## src/rtl/flex_updown_counter_if.sv

```systemverilog
// Control/status bundle for flex_updown_counter.
// The master drives the controls and the slave (the counter) drives the status.
interface flex_updown_counter_if #(
    parameter int NUM_CNT_BITS  = 4,
    parameter int WRAP_CNT_BITS = 4
);
    logic                     clear;
    logic                     load;
    logic [NUM_CNT_BITS-1:0]  load_val;
    logic                     count_enable;
    logic                     count_dir;
    logic [NUM_CNT_BITS-1:0]  rollover_val;
    logic [NUM_CNT_BITS-1:0]  count_out;
    logic                     rollover_flag;
    logic                     wrap_pulse;
    logic [WRAP_CNT_BITS-1:0] wrap_count;

    modport master (
        output clear, load, load_val, count_enable, count_dir, rollover_val,
        input  count_out, rollover_flag, wrap_pulse, wrap_count
    );

    modport slave (
        input  clear, load, load_val, count_enable, count_dir, rollover_val,
        output count_out, rollover_flag, wrap_pulse, wrap_count
    );
endinterface

```

## src/rtl/flex_updown_counter.sv

```systemverilog
// Up/down counter over 1..rollover_val with sync clear/load, registered flag and wrap pulse.
// Define FLEX_CNT_WRAP_CNT_EN to build the saturating wrap-event counter on wrap_count.
module flex_updown_counter #(
    parameter int NUM_CNT_BITS  = 4,
    parameter int WRAP_CNT_BITS = 4
) (
    input logic                clk,
    input logic                n_rst,
    flex_updown_counter_if.slave bus
);
    typedef logic [NUM_CNT_BITS-1:0] cnt_t;

    cnt_t cnt_next;
    logic wrap_evt;
    logic flag_next;

    always_comb begin
        cnt_next = bus.count_out;
        wrap_evt = 1'b0;
        if (bus.clear) begin
            cnt_next = '0;
        end else if (bus.load) begin
            cnt_next = bus.load_val;
        end else if (bus.count_enable) begin
            if (bus.rollover_val == '0) begin
                cnt_next = '0;
            end else if (bus.count_dir) begin
                // Covers rollover_val being lowered below the current count.
                if (bus.count_out >= bus.rollover_val) begin
                    cnt_next = cnt_t'(1);
                    wrap_evt = 1'b1;
                end else begin
                    cnt_next = bus.count_out + cnt_t'(1);
                end
            end else begin
                // 0 (after reset/clear) wraps to the top just like 1 does.
                if (bus.count_out <= cnt_t'(1)) begin
                    cnt_next = bus.rollover_val;
                    wrap_evt = 1'b1;
                end else if (bus.count_out > bus.rollover_val) begin
                    cnt_next = bus.rollover_val;
                end else begin
                    cnt_next = bus.count_out - cnt_t'(1);
                end
            end
        end
        flag_next = (cnt_next == bus.rollover_val);
    end

    always_ff @(posedge clk or negedge n_rst) begin
        if (!n_rst) begin
            bus.count_out     <= '0;
            bus.rollover_flag <= 1'b0;
            bus.wrap_pulse    <= 1'b0;
        end else begin
            bus.count_out     <= cnt_next;
            bus.rollover_flag <= flag_next;
            bus.wrap_pulse    <= wrap_evt;
        end
    end

`ifdef FLEX_CNT_WRAP_CNT_EN
    always_ff @(posedge clk or negedge n_rst) begin
        if (!n_rst) begin
            bus.wrap_count <= '0;
        end else if (bus.clear) begin
            bus.wrap_count <= '0;
        end else if (wrap_evt && !(&bus.wrap_count)) begin
            bus.wrap_count <= bus.wrap_count + WRAP_CNT_BITS'(1);
        end
    end
`else
    assign bus.wrap_count = '0;
`endif

endmodule

```

## src/flat_wrapper.sv

```systemverilog
// flat-port wrapper written by rule: the top's interface ports become plain ports
module flex_updown_counter_flat 
#(
    parameter int NUM_CNT_BITS  = 4,
    parameter int WRAP_CNT_BITS = 4
)
  (clk, n_rst, bus_clear, bus_load, bus_load_val, bus_count_enable, bus_count_dir, bus_rollover_val, bus_count_out, bus_rollover_flag, bus_wrap_pulse, bus_wrap_count);
  flex_updown_counter_if #(.NUM_CNT_BITS(NUM_CNT_BITS), .WRAP_CNT_BITS(WRAP_CNT_BITS)) bus_i ();
  input logic clk;
  input logic n_rst;
  input wire logic [$bits(bus_i.clear)-1:0] bus_clear;
  input wire logic [$bits(bus_i.load)-1:0] bus_load;
  input wire logic [$bits(bus_i.load_val)-1:0] bus_load_val;
  input wire logic [$bits(bus_i.count_enable)-1:0] bus_count_enable;
  input wire logic [$bits(bus_i.count_dir)-1:0] bus_count_dir;
  input wire logic [$bits(bus_i.rollover_val)-1:0] bus_rollover_val;
  output wire logic [$bits(bus_i.count_out)-1:0] bus_count_out;
  output wire logic [$bits(bus_i.rollover_flag)-1:0] bus_rollover_flag;
  output wire logic [$bits(bus_i.wrap_pulse)-1:0] bus_wrap_pulse;
  output wire logic [$bits(bus_i.wrap_count)-1:0] bus_wrap_count;
  assign bus_i.clear = bus_clear;
  assign bus_i.load = bus_load;
  assign bus_i.load_val = bus_load_val;
  assign bus_i.count_enable = bus_count_enable;
  assign bus_i.count_dir = bus_count_dir;
  assign bus_i.rollover_val = bus_rollover_val;
  assign bus_count_out = bus_i.count_out;
  assign bus_rollover_flag = bus_i.rollover_flag;
  assign bus_wrap_pulse = bus_i.wrap_pulse;
  assign bus_wrap_count = bus_i.wrap_count;
  flex_updown_counter #(.NUM_CNT_BITS(NUM_CNT_BITS), .WRAP_CNT_BITS(WRAP_CNT_BITS)) u_core (.clk(clk), .n_rst(n_rst), .bus(bus_i));
endmodule
```

## config.mk

```make
export PLATFORM = sky130hd
export DESIGN_NAME = flex_updown_counter_flat
export DESIGN_NICKNAME = d
export VERILOG_FILES = /design/src/rtl/flex_updown_counter_if.sv /design/src/rtl/flex_updown_counter.sv /design/src/flat_wrapper.sv
export SDC_FILE = /design/constraint.sdc
export NUM_CORES = 1
export LEC_CHECK = 0
export ABC_AREA = 1
export BUFFER_PORTS_ARGS = -buffer_cell sky130_fd_sc_hd__buf_2
export CAP_MARGIN = 30
export CORE_UTILIZATION = 50
export CTS_CLUSTER_SIZE = 30
export DETAILED_ROUTE_END_ITERATION = 16
export PLACE_DENSITY = 0.78
export SLEW_MARGIN = 20
export SYNTH_ARGS = -nofsm -noshare
export SYNTH_HDL_FRONTEND = slang
export SYNTH_SLANG_ARGS = --single-unit
```

## constraint.sdc

```tcl
create_clock -name clk -period 2.3 [get_ports clk]
set_input_delay 0.115 -clock clk [delete_from_list [all_inputs] [get_ports clk]]
set_output_delay 0.115 -clock clk [all_outputs]
set_load 0.01 [all_outputs]
```

==> flow_summary.yaml, run 1 <==
timing:
  finalClockSkew_ns: 0.00368
  rsz0062_at_grt: "false"
  setup-tns-final_ns: 0
  clock.fmax_mhz: 505
  finalWorstSetupSlack_ns: 0.321
  min_period_ns: 1.98
  setup_viol: 0
  finalMaxSlewViolations: 0
  fin_crit_sh: 0.860
  finalHoldViolations: 0
status:
  status: "finished, final reports clean"
finish:
  n_antenna_cell: 0
  drive_gt1_frac: 0.245
  final_common_cell: "nand2_1"
  layout.nets: 174
  area_growth_syn_to_layout_pct: 17.2
  fillers: 152
  final_cell_mix: "nand2_1 (33), inv_1 (23), buf_2 (19)"
global_route:
  grt_usage: 0.239
  grt_pass1_vias: 773
  grt_max_degree: 10
  gr-total-overflow: 0
  antenna_found_initial: 0
  grt_pass1_wl_mm: 3.22
synthesis:
  syn_area_per_cell_um2: 6.19
  yosys.area_share.simple: 0.371
  synth_adder_area_share: 0.111
  synth_compound_area_frac: 0.131
  synthXorXnorAreaFrac: 0.0221
  ys_types: 22
  syn_area_um2: 792
  ys_warn_count: 0
  synth_top_family_by_area: "simple AND/OR/NAND/NOR gates"
  ys_ff_latch: 6
  synth_mux_area_frac: 0
  yosysSeqAreaShare: 0.190
  syn_inst: 128
setup_path:
  cp.arrival_ns: 2.16
  worstPathRequired_ns: 2.48
  crit_path_end_kind: "flop"
  path_class: "reg -> reg"
  critPathMaxFanout: 6
  cp-start-kind: "flop"
floorplan:
  die_w_um: 41.8
  rows: 14
  io_pins: 24
  die-area_um2: 1750
  core_um2: 1490
  die_height_um: 41.8
  start_util: 0.532
pwr:
  ir_worst_vdd_uv: 368
  p_sw_mw: 0.169
  pwr-share-clk: 0.234
  leakagePower_nw: 0.588
  share_comb_of_total_power: 0.477
  powerDensity_nw_per_um2: 448
  intPower_mw: 0.246
  seqPwrFrac: 0.289
  p_sw_frac: 0.408
detailed_routing:
  dr.pass1.iters: 4
  routed_wl_mm: 1.89
  ant_nets: 0
  drc_errors: 0
  vias: 884
  via_per_inst: 5.29
  drt_iter0_markers: 36
  wl_per_cell_um: 11.3
job:
  maxCapViolCount: 0
placed_design:
  portBuffers: 19
  hpwl_mm: 1.54
  place_congestion: 0.913
  place_ws_ns: 0.342
clocking:
  h-tree-depth: 1
  numCtsBuffers: 3
  clock_sink_count: 6
  cts_resized: 0
  cts_root_buffer: "clkbuf_4"
  path_clk_slew_ns: 0.05
  clk_latency_ns: 0.24
  cts_tree: "yes"
  cts_buffer_depth: 2
hold_path:
  hp-class: "in -> reg"
flip-flops by register name, summed over array words and instances, names as in the netlist:
signal                    cells
u_core.bus.rollover_flag      1
u_core.bus.wrap_pulse         1
u_core.bus.count_out          4
power groups by stage:
stage                     sequential (mW)  combinational (mW)  clock, mW
after floorplan                     0.127               0.136          0
after global placement              0.121               0.192          0
after detailed placement            0.121               0.195          0
after CTS                           0.120               0.198     0.0976
after global routing                0.121               0.226      0.104
final                               0.120               0.198     0.0975
final timing paths:
path | start | to | slack (ns) | depth (start not counted)
setup / recovery | u_core.bus.count_out[3] | u_core.bus.rollover_flag | 0.32 | 16
hold / removal | bus_clear | u_core.bus.count_out[2] | 0.21 | 4
setup reg to reg | u_core.bus.count_out[3] | u_core.bus.rollover_flag | 0.32 | 16
hold reg to reg | u_core.bus.count_out[1] | u_core.bus.count_out[1] | 0.77 | 4
max in group asynchronous | n_rst | u_core.bus.count_out[2] | 1.93 | 2
min in group asynchronous | n_rst | u_core.bus.count_out[3] | 0.22 | 2
Yosys cell counts:
master,instances,area share
a21oi_1,10,0.063
a21oi_2,1,0.011
a21oi_4,1,0.021
and3_1,1,0.0079
buf_4,4,0.038
buf_6,1,0.014
clkbuf_1,1,0.0047
conb_1,1,0.0047
dfrtp_1,6,0.19
ha_1,7,0.11
inv_1,23,0.11
inv_2,1,0.0047
nand2_1,33,0.16
nand2_2,3,0.024
nand3_1,17,0.11
nand3_2,1,0.013
nand4_1,1,0.0079
nor2_1,5,0.024
nor2_2,4,0.032
o21ai_0,4,0.025
o21ai_2,1,0.011
xor2_1,2,0.022
stage by stage:
step           hold slack [ns]  total power, mW  utilization  std cells  cell area [µm²]
4_1_cts                  0.209            0.416        0.624        167              928
2_1_floorplan           -0.181            0.264            -        131              803
3_3_place_gp           -0.0621            0.313        0.602        163              896
5_1_grt                  0.242            0.450        0.624        167              928
3_5_place_dp           -0.0560            0.317        0.602        163              896
6_report                 0.206            0.416        0.624        167              928
critical path: stages, from the launching register on:
cell and delay [ns]:
dfrtp_1 0.44, ha_1 0.34, nand2_1 0.09, inv_2 0.04, nand2_1 0.09, nand2_1 0.07, nand2_2 0.11, nand2_2 0.09
nand2_1 0.08, nand3_1 0.06, nand2_1 0.06, nand2_1 0.08, nand2_2 0.09, nand2_1 0.05, nand2_1 0.07, nand2_1 0.06
nor2_2 0.09
layout make-up:
class / instances / area, µm² / share of cell area
well taps: 16 / 20.0 / 0.0216
repair buffers: 23 / 128 / 0.137
multi-input cells: 95 / 518 / 0.558
clock buffers: 3 / 22.5 / 0.0243
inverters: 24 / 90.1 / 0.0970
flip-flops and latches: 6 / 150 / 0.162
cells by family (layout without fill, tap and decap cells):
kind of cell | count (synthesis) | count (layout)
AO/OA/AOI/OAI | 17 | 17
XOR/XNOR | 2 | 2
adder cells (fa/ha/maj) | 7 | 7
buffers and inverters | 30 | 50
flip-flops | 6 | 6
other | 1 | 4
AND/OR/NAND/NOR | 65 | 65
metal layers:
metal | vias to the layer above | part of all wire | track usage
li1 | 441 | - | -
met1 | 392 | 0.41 | 0.302
met2 | 40 | 0.49 | 0.413
met3 | 11 | 0.069 | 0.0304
met4 | 0 | 0.031 | 0.0903
met5 | - | 0 | 0
repair_timing:
action | 4_1_cts | 5_1_grt
hold endpoints to repair | 6 | 0
hold buffers | 1 | 0
buffers inserted | 0 | 0
Note: power is estimated with default switching activity, not from simulation.
==> inputs of run 2 (changes only) <==
--- a/config.mk
+++ b/config.mk
@@ -8,6 +8,8 @@
 export ABC_AREA = 1
 export BUFFER_PORTS_ARGS = -buffer_cell sky130_fd_sc_hd__buf_2
 export CAP_MARGIN = 30
+export CORE_ASPECT_RATIO = 0.9
+export CORE_MARGIN = 2
 export CORE_UTILIZATION = 50
 export CTS_CLUSTER_SIZE = 30
 export DETAILED_ROUTE_END_ITERATION = 16
==> flow_summary.yaml, run 2 (synthesized netlist as in run 1, its figures left out) <==
setup_path:
  r2r_start: "u_core.bus.count_out[1]"
  startpoint: "u_core.bus.count_out[1]"
  reg2reg_slack_ns: 0.34
  r2r.worst_path.cells: 16
  path_class: "reg -> reg"
  r2r_end: "u_core.bus.rollover_flag"
  cp.arrival_ns: 2.12
  worstPathRequired_ns: 2.47
  critPathMaxFanout: 8
  crit_path_end_kind: "flop"
  cp-start-kind: "flop"
finish:
  area_growth_syn_to_layout_pct: 17.1
  drive_gt1_frac: 0.245
  final_common_cell: "nand2_1"
  reg_top3: "u_core.bus.count_out (4), u_core.bus.rollover_flag (1), u_core.bus.wrap_pulse (1)"
  n_antenna_cell: 0
  final_core_util: 0.633
  final_cell_mix: "nand2_1 (33), inv_1 (23), buf_2 (19)"
  top_register: "u_core.bus.count_out"
  largest_register_ffs: 4
  fillers: 146
  multi_input_area_um2: 518
  seqCellArea_um2: 150
  layout.nets: 174
global_route:
  grt_pass1_wl_mm: 2.99
  antenna_found_initial: 0
  grt_pass1_vias: 682
  grt_usage: 0.207
  grt_max_degree: 10
  gr-total-overflow: 0
pwr:
  leakagePower_nw: 0.588
  powerDensity_nw_per_um2: 443
  ir_worst_vdd_uv: 175
  p_total_mw: 0.410
timing:
  min_period_ns: 1.96
  setup-tns-final_ns: 0
  rsz0062_at_grt: "false"
  clock.fmax_mhz: 511
  fin_crit_sh: 0.850
  finalHoldViolations: 0
  finalMaxSlewViolations: 0
  finalClockSkew_ns: 0.00527
  setup_viol: 0
clocking:
  clock_sink_count: 6
  clk_latency_ns: 0.24
  cts_root_buffer: "clkbuf_4"
  cts_hold_buffers: 1
  cts_buffer_depth: 2
  numCtsBuffers: 3
  cts_resized: 0
  path_clk_slew_ns: 0.04
  h-tree-depth: 1
  cts_tree: "yes"
  postCtsSetupBuffers: 0
floorplan:
  die-area_um2: 1920
  core_um2: 1460
  rows: 13
  start_util: 0.541
  die_w_um: 46.0
  die_height_um: 41.8
  io_pins: 24
hold_path:
  hp-class: "in -> async"
placed_design:
  place_congestion: 0.974
  hpwl_mm: 1.52
  portBuffers: 19
detailed_routing:
  vias: 864
  dr.pass1.iters: 4
  drc_errors: 0
  routed_wl_mm: 1.82
  drt_iter0_markers: 23
  wl_per_cell_um: 11.0
  via_per_inst: 5.20
  ant_nets: 0
status:
  status: "finished, final reports clean"
job:
  maxCapViolCount: 0
==> run 2: final cells by class <==
class                           count  share of cell area
Tap cell                           15              0.0202
Inverter                           24              0.0972
Timing Repair Buffer               23               0.138
Sequential cell                     6               0.162
Multi-Input combinational cell     95               0.559
Clock buffer                        3              0.0243
==> run 2: per-layer routing <==
metal  wire (µm)  vias to the layer above  part of all wire  global-route usage
li1            -                      442                 -                   -
met1         812                      381              0.45               0.312
met2         867                       41              0.48               0.311
met3         140                        0             0.077              0.0130
met4           0                        0                 0              0.0514
met5           0                        -                 0                   0
==> run 2: worst max-delay path by stage <==
| stage | endpoint | slack, ns | cells after the start |
|---|---|---|---|
| CTS | u_core.bus.rollover_flag | 0.34 | 16 |
| detailed placement | u_core.bus.rollover_flag | 0.35 | 16 |
| finish | u_core.bus.rollover_flag | 0.34 | 16 |
| floorplan | u_core.bus.rollover_flag | 0.52 | 14 |
| global route | u_core.bus.rollover_flag | 0.13 | 16 |
| global placement | u_core.bus.rollover_flag | 0.41 | 16 |
==> run 2: worst max-delay path, stage by stage (launching register included) <==
cell     delay, ns
dfrtp_1       0.47
ha_1          0.36
nand2_1       0.07
nand2_1       0.05
nand2_1       0.07
nand2_1       0.06
nand2_2       0.12
nand2_2       0.09
nand2_1       0.07
nand3_1       0.06
nand2_1       0.07
nand2_1       0.07
nand2_2       0.07
nand2_1       0.04
nand2_1       0.06
nand2_1       0.06
nor2_2        0.09
==> run 2: power breakdown <==
group | total [mW] | internal, mW | switching, mW
Clock | 0.0925 | 0.0587 | 0.0338
Sequential | 0.121 | 0.113 | 0.00745
Combinational | 0.197 | 0.0743 | 0.123
Total | 0.410 | 0.246 | 0.164
==> run 2: per-stage QoR <==
step	hold WS, ns	std cells	instance area, µm²	setup slack (ns)
6_report	0.218	166	927	0.345
5_1_grt	0.248	166	927	0.128
4_1_cts	0.212	166	927	0.337
3_5_place_dp	-0.0609	162	895	0.346
3_3_place_gp	-0.0597	162	895	0.412
2_1_floorplan	-0.181	131	803	0.520
